[src/rtl/fetch_stage.sv]
// IF stage: owns the PC, issues one imem request at a time, predicts the next PC
// statically and presents the fetched instruction to the F->D register.
module fetch_stage #(
   parameter logic [31:0] RESET_PC  = 32'h8000_0000,
   parameter logic [31:0] NOP_INSTR = 32'h0000_0013
) (
   input  logic        clk,
   input  logic        rst,
   input  logic        ctrl_i_fetch_stall,
   input  logic        ctrl_i_redirect,
   input  logic [31:0] ctrl_i_redirect_pc,
   output logic        imem_o_req,
   output logic [31:0] imem_o_addr,
   input  logic        imem_i_gnt,
   input  logic        imem_i_rvalid,
   input  logic [31:0] imem_i_rdata,
   output logic [31:0] fetch_o_instr,
   output logic [31:0] regF_o_pc,
   output logic [31:0] fetch_o_pre_pc,
   output logic        fetch_o_commit
);

   typedef enum logic [1:0] {S_REQ, S_WAIT, S_HOLD, S_DROP} state_t;

   localparam logic [6:0] OP_JAL    = 7'b1101111;
   localparam logic [6:0] OP_BRANCH = 7'b1100011;

   state_t      state_q, state_d;
   logic [31:0] pc_q, pc_d;
   logic [31:0] hold_q, hold_d;
   logic [31:0] cur_instr;
   logic [31:0] pred_pc;

   // Static predictor: JAL and backward branches taken, everything else pc+4.
   function automatic logic [31:0] predict(input logic [31:0] ins, input logic [31:0] pc);
      logic [31:0] imm_j, imm_b;
      imm_j = {{12{ins[31]}}, ins[19:12], ins[20], ins[30:21], 1'b0};
      imm_b = {{20{ins[31]}}, ins[7], ins[30:25], ins[11:8], 1'b0};
      if (ins[6:0] == OP_JAL)
         return pc + imm_j;
      else if (ins[6:0] == OP_BRANCH && ins[31])
         return pc + imm_b;
      else
         return pc + 32'd4;
   endfunction

   always_ff @(posedge clk) begin
      if (rst) begin
         state_q <= S_REQ;
         pc_q    <= RESET_PC;
         hold_q  <= NOP_INSTR;
      end else begin
         state_q <= state_d;
         pc_q    <= pc_d;
         hold_q  <= hold_d;
      end
   end

   // Output decode; a redirect suppresses both the request and the commit.
   always_comb begin
      imem_o_req     = 1'b0;
      fetch_o_commit = 1'b0;
      cur_instr      = NOP_INSTR;
      if (!rst && !ctrl_i_redirect) begin
         case (state_q)
            S_REQ:  imem_o_req = 1'b1;
            S_WAIT: if (imem_i_rvalid) begin
                       fetch_o_commit = 1'b1;
                       cur_instr      = imem_i_rdata;
                    end
            S_HOLD: begin
                       fetch_o_commit = 1'b1;
                       cur_instr      = hold_q;
                    end
            default: ;
         endcase
      end
   end

   assign imem_o_addr    = pc_q;
   assign pred_pc        = predict(cur_instr, pc_q);
   assign fetch_o_instr  = fetch_o_commit ? cur_instr : NOP_INSTR;
   assign regF_o_pc      = fetch_o_commit ? pc_q      : 32'd0;
   assign fetch_o_pre_pc = fetch_o_commit ? pred_pc   : 32'd0;

   always_comb begin
      state_d = state_q;
      pc_d    = pc_q;
      hold_d  = hold_q;
      if (ctrl_i_redirect) begin
         pc_d = ctrl_i_redirect_pc & ~32'd3;
         case (state_q)
            S_WAIT, S_DROP: state_d = imem_i_rvalid ? S_REQ : S_DROP;
            default:        state_d = S_REQ;
         endcase
      end else begin
         case (state_q)
            S_REQ:  if (imem_i_gnt) state_d = S_WAIT;
            S_WAIT: if (imem_i_rvalid) begin
                       if (ctrl_i_fetch_stall) begin
                          hold_d  = imem_i_rdata;
                          state_d = S_HOLD;
                       end else begin
                          pc_d    = pred_pc;
                          state_d = S_REQ;
                       end
                    end
            S_HOLD: if (!ctrl_i_fetch_stall) begin
                       pc_d    = pred_pc;
                       state_d = S_REQ;
                    end
            S_DROP: if (imem_i_rvalid) state_d = S_REQ;
            default: state_d = S_REQ;
         endcase
      end
   end

endmodule
[config.mk]
export PLATFORM = sky130hd
export DESIGN_NAME = fetch_stage
export DESIGN_NICKNAME = d
export VERILOG_FILES = /design/src/rtl/fetch_stage.sv
export SDC_FILE = /design/constraint.sdc
export NUM_CORES = 1
export LEC_CHECK = 0
export CELL_PAD_IN_SITES_DETAIL_PLACEMENT = 1
export CELL_PAD_IN_SITES_GLOBAL_PLACEMENT = 1
export CORE_MARGIN = 3
export CORE_UTILIZATION = 34
export CTS_CLUSTER_DIAMETER = 100
export CTS_CLUSTER_SIZE = 10
export DETAILED_ROUTE_END_ITERATION = 12
export GPL_TIMING_DRIVEN = 0
export PLACE_DENSITY = 0.78
export REMOVE_ABC_BUFFERS = 1
export SLEW_MARGIN = 20
export SYNTH_ARGS = -nofsm -noshare
export SYNTH_HDL_FRONTEND = slang
export SYNTH_SLANG_ARGS = --single-unit
[constraint.sdc]
create_clock -name clk -period 7.2 [get_ports clk]
set_input_delay 1.44 -clock clk [delete_from_list [all_inputs] [get_ports clk]]
set_output_delay 1.44 -clock clk [all_outputs]
set_load 0.02 [all_outputs]
* After elaboration in Yosys (flattened, before gate mapping)
Index checks and enable logic that the tools add are counted.
W data, S select, Z words.
** Operators by class
- Reductions and logical operators :: 13
- Mux-type cells :: 26
- Equality and inequality tests :: 10
- $add $sub $neg :: 3
- Bitwise gates (word level) :: 1
** Operator list (count)
- $mux W32 :: 10
- $pmux W32 S2 :: 2
- $add A32 B32 Y32 :: 2
- $add A32 B3 Y32 const B :: 1
- $mux W2 :: 8
- $eq A7 B7 Y1 const B :: 2
- $ne A3 B3 Y1 const B :: 4
- $pmux W2 S4 :: 1
- $reduce_and A4 Y1 :: 2
- $eq A2 B2 Y1 const B :: 2
- $mux W1 :: 4
- $reduce_and A2 Y1 :: 2
- $reduce_or A2 Y1 :: 2
- $reduce_bool A3 Y1 :: 1
- $eq A2 B1 Y1 const B :: 1
- $logic_and A1 B1 Y1 :: 2
- $logic_not A1 Y1 :: 2
- $logic_not A2 Y1 :: 1
- $ne A2 B2 Y1 const B :: 1
- $pmux W1 S2 :: 1
- $reduce_bool A2 Y1 :: 1
- $not A1 Y1 :: 1
** Word-level totals
- Output and inout bits :: 130
- Bits in registers :: 66
- Word-level logic and storage cells :: 57

* Logic depth before layout (Yosys ltp)
Gate-level depths: netlist of the first run.
- Depth in word-level cells :: 11
- Mapped depth :: 18
- Depth with buffers taken out :: 16

* Least setup slack after synthesis of the first run
Ideal clock, no wire load.
- Kind :: input port to output port
- Start :: input port ctrl_i_redirect
- End :: output port fetch_o_pre_pc[25]
- Cell stages on the path :: 17
- Slack :: 0.642 ns
- Required time :: 5.760 ns
- Data arrival time :: 5.118 ns
- Path through :: buf_6 or3b_1 buf_2 clkbuf_1 buf_1 nor2_1 ha_1 fa_1 nand3_1 a211o_1 o2111a_1 or3_1 a21boi_1 nor2_1 mux2i_1 xor2_1 o21ai_0
** On the way
- Longest elaborated chain between the ends :: 8
** Ends and longest elaborated chain
- start: declaration :: RTL line 10 : input logic ctrl_i_redirect,
- $logic_not A1 Y1 (*) :: RTL line 64 : if (!rst && !ctrl_i_redirect) begin
- $logic_and A1 B1 Y1 (*) :: RTL line 64
- parallel branches: the longest is 5 deep, another holds $add A32 B32 Y32
- $mux W32 (*) :: RTL line 84 : assign fetch_o_pre_pc = fetch_o_commit ? pred_pc : 32'd0;
- end: declaration :: RTL line 19 : output logic [31:0] fetch_o_pre_pc,
Mark *: on every way between the ends.

* Worst setup path in the final report of the first run
- Start :: input port ctrl_i_redirect
- End :: output port fetch_o_pre_pc[21]
The elaborated chain is that of the path after synthesis.

==> impl_metrics.yaml, run 1 <==
outcome:
  status: "complete, no violations"
detailed_routing:
  wirelength_um: 30250
  wl_per_cell_um: 20.56
  ant_nets: 0
  drtPass1Iterations: 5
  routed_via_density: 5.901
  first_iter_violations: 529
  vias: 8681
  drcViolationCount: 0
sta:
  tns_ns: 0
  rsz0062_at_grt: "false"
  worst_pin_slew_ns: 1.102
  finalSetupViolCount: 0
  finalHoldViolCount: 0
  finalMaxSlewViolations: 0
  skew_ns: 0.01060
  min_period_ns: 6.992
  max_slew_margin_pct: 26.48
  fin_crit_sh_pct: 97.11
  max_freq_mhz: 143.0
synth:
  ys.flop_type: "dfxtp_1"
  synth_top_area_share_pct: 18.47
  synth.distinct_cells: 81
  syn_area_sq_um: 7046
  async_reset_ff_share_pct: 0
  avgSynthCellArea_sq_um: 6.647
  syn_inst: 1060
  yosys_warnings: 0
  synth_edf_count: 0
  synth_area_leaders: "dfxtp_1 18%, nor2_1 7.8%, nand2_1 7.4%"
  synth_seq_area_share_pct: 18.47
  synth_seq_cells: 65
  synth_largest_area_cell: "dfxtp_1"
cells_and_area:
  num_antenna_cells: 0
  drive_gt1_share_pct: 7.244
  multi_input_area_sq_um: 5494
  seq_area_sq_um: 1301
  final_nets: 1298
  final.fill_count: 2565
  area_growth_pct: 38.64
cts:
  htreeDepth: 3
  insertion_delay_ns: 0.35
  cts_tree: "yes"
  cts.clk_slew.worst_paths_ns: 0.05
  clock-sinks: 65
  cts_buffer_depth: 2
  cts_buffers: 9
  root_buffer: "clkbuf_16"
worst_setup_path:
  criticalPathCategory: "in -> out"
  critPathMaxStageDelay_ns: 0.42
  startpoint_type: "input port"
  critPathMaxFanout: 35
  path_buf_inv: 4
  worstPathArrival_ns: 5.55
  cp_slowest_cell: "or3_4"
  cp_cell_sequence: "clkbuf_4 -> buf_16 -> or3b_4 -> buf_12 -> nor2_2 -> ha_2 -> fa_1 -> nand3_1 -> a211o_1 -> o2111a_1 -> or3_4 -> a21boi_4 -> nor2_1 -> a2bb2oi_1 -> a21oi_1 -> mux2_2 -> dlygate4sd2_1"
  path_delay_family: "simple AND/OR/NAND/NOR gates"
  cp-end-kind: "output pin"
  worst-endpoint-required_ns: 5.76
power_and_ir_drop:
  p_per_area_nw_per_um2: 123.4
  p_total_w: 0.001206
  vdd_drop_max_v: 0.0001290
  power_leakage_nw: 3.553
grt:
  first_global_vias: 8516
  grtUsageTotal_pct: 26.21
  antenna_found_initial: 0
  gr-total-overflow: 0
  grt_max_degree: 46
  grt_pass1_wl_um: 47150
flow_run:
  cap_viol_max_count: 0
placed_design:
  dp.final_hpwl_um: 21870
  numPortBuffers: 194
  place_congestion: 0.8975
die:
  io_pins: 200
  die_height_um: 150.0
  die_area_sq_um: 22490
  num_rows: 52
  start_util_pct: 34.71
  dieWidth_um: 150.0
  core_area_sq_um: 20300
worst_hold_path:
  hold_path.class: "reg -> reg"
cell usage in the layout, fill, tap and decap left out, types with 5 or more instances in the layout:
| cell | netlist | final |
|---|---|---|
| o21ai_1 | 7 | 6 |
| o22ai_1 | 9 | 8 |
| nand3b_1 | 10 | 10 |
| nand2_1 | 138 | 135 |
| a311oi_1 | 5 | 5 |
| nand4_1 | 12 | 12 |
| o21bai_1 | 9 | 9 |
| dlymetal6s2s_1 | 0 | 10 |
| and2_1 | 39 | 37 |
| dfxtp_1 | 65 | 65 |
| a211oi_1 | 18 | 17 |
| clkdlybuf4s50_1 | 0 | 178 |
| or3_1 | 14 | 12 |
| clkbuf_16 | 0 | 9 |
| ha_1 | 30 | 26 |
| a31oi_1 | 10 | 9 |
| mux2i_1 | 11 | 9 |
| o21ai_0 | 47 | 46 |
| o211ai_1 | 5 | 5 |
| buf_16 | 0 | 5 |
| inv_1 | 21 | 21 |
| and3_1 | 6 | 6 |
| nand3_1 | 31 | 31 |
| a211o_1 | 5 | 5 |
| xnor2_1 | 29 | 29 |
| nor2_1 | 147 | 141 |
| nor3_1 | 30 | 29 |
| xor2_1 | 14 | 14 |
| a21o_1 | 18 | 17 |
| a22oi_1 | 35 | 35 |
| nor2_2 | 0 | 6 |
| buf_4 | 3 | 11 |
| o21a_1 | 5 | 5 |
| nor4_1 | 14 | 14 |
| a21oi_1 | 98 | 96 |
timing repair:
action / CTS / global route
gates resized for setup: 26 / 27
hold buffers: 0 / 0
setup endpoints to repair: 27 / 18
endpoints found under the hold margin: 0 / 0
cloned: 1 / 0
setup buffers: 6 / 0
pin swaps: 4 / 4
metal layers:
layer  routed length [um]  part of all wire [%]  up-vias  global-route usage, %
met3                 2191                   7.2       43                  4.028
met5                    0                     0        -                      0
met1                13790                    46     4191                  36.87
met2                13660                    45      340                  41.23
li1                     -                     -     4107                      -
met4                  609                   2.0        0                  8.097
cell families (layout without fill, tap and decap cells):
family | Yosys count | in the layout | synth area share, %
AOI/OAI and AO/OA | 328 | 328 | 31.06
xor gates and xnor gates | 43 | 43 | 5.345
adders and majority gates | 32 | 32 | 5.896
buffers and inverters | 113 | 251 | 6.446
DFF | 65 | 65 | 18.47
muxes | 14 | 14 | 2.042
other | 1 | 3 | 0.05323
and+or+nand+nor | 464 | 465 | 30.69
worst reg2reg max path, delay by kind of cell (launching register included):
kind            cells  cell delay [ns]
compound gates      9             2.40
fa+ha+maj           3             1.04
buf+inv             1             0.11
flops               1             0.40
simple gates        3             0.53
power by group:
part	internal (W)	switching [W]	leakage, nW
clock network	0.000296	0.000187	0.151
registers	0.000376	0.0000443	0.531
logic	0.000133	0.000169	2.87
worst paths after layout:
check | startpoint | cells after the start | slack (ns) | end
max | ctrl_i_redirect | 17 | 0.21 | fetch_o_pre_pc[21]
min | hold_q[6] | 2 | 0.46 | hold_q[6]
min reg2reg | hold_q[6] | 2 | 0.46 | hold_q[6]
max reg2reg | state_q[1] | 16 | 2.60 | imem_o_addr[21]
per-stage QoR:
stage          util, %  cell area [sq um]  hold WS, ns  instances  setup slack, ns
2_1_floorplan        -               6681       0.4297        971          -0.3140
4_1_cts          47.65               9673       0.4568       1471       -0.0001887
3_5_place_dp     45.41               9219       0.4481       1448           -1.165
5_1_grt          48.12               9768       0.4802       1471          0.02339
6_report         48.12               9768       0.4556       1471           0.2080
3_3_place_gp     44.14               8961       0.4417       1435           -6.079
cell usage after synthesis (all sizes together) (4+ instances only):
library cell and count:
mux2i 11, nor4 15, and3 6, nor2 147, a21o 18, a21boi 4, nor3 30, and2 39
o211ai 5, o22ai 9, or4 6, nand2 138, o311a 4, or2 5, a31oi 10, xnor2 29
nand3 31, ha 30, or3 14, o2111ai 4, nand4 12, a22oi 35, o21a 5, a211oi 20
nor3b 5, o31ai 5, o21ai 54, a21oi 99, inv 21, o21bai 9, buf 21, dfxtp 65
a311oi 5, xor2 14, nand3b 10, a211o 5, clkbuf 70
final cells by class:
| class | instances | share of cell area [%] |
|---|---|---|
| inverters | 22 | 0.8838 |
| clock inverters | 4 | 0.5124 |
| multi-input cells | 885 | 56.24 |
| repair buffers | 213 | 22.85 |
| clock buffers | 12 | 2.728 |
| well taps | 270 | 3.458 |
| flip-flops and latches | 65 | 13.32 |
flip-flops by register name (all words and copies together) (netlist names), named ones only:
signal / flops
hold_q: 32
imem_o_addr: 30
state_q: 2
(Power assumes the default switching activity.)
==> run 2: changes to the inputs <==
--- a/config.mk
+++ b/config.mk
@@ -9,6 +9,7 @@
 export CELL_PAD_IN_SITES_GLOBAL_PLACEMENT = 1
 export CORE_MARGIN = 3
 export CORE_UTILIZATION = 34
+export CTS_BUF_LIST = sky130_fd_sc_hd__clkbuf_8 sky130_fd_sc_hd__clkbuf_16
 export CTS_CLUSTER_DIAMETER = 100
 export CTS_CLUSTER_SIZE = 10
 export DETAILED_ROUTE_END_ITERATION = 12
==> results of run 2 <==
Same layout as run 1: the final DEF is identical, and so are final timing and power.
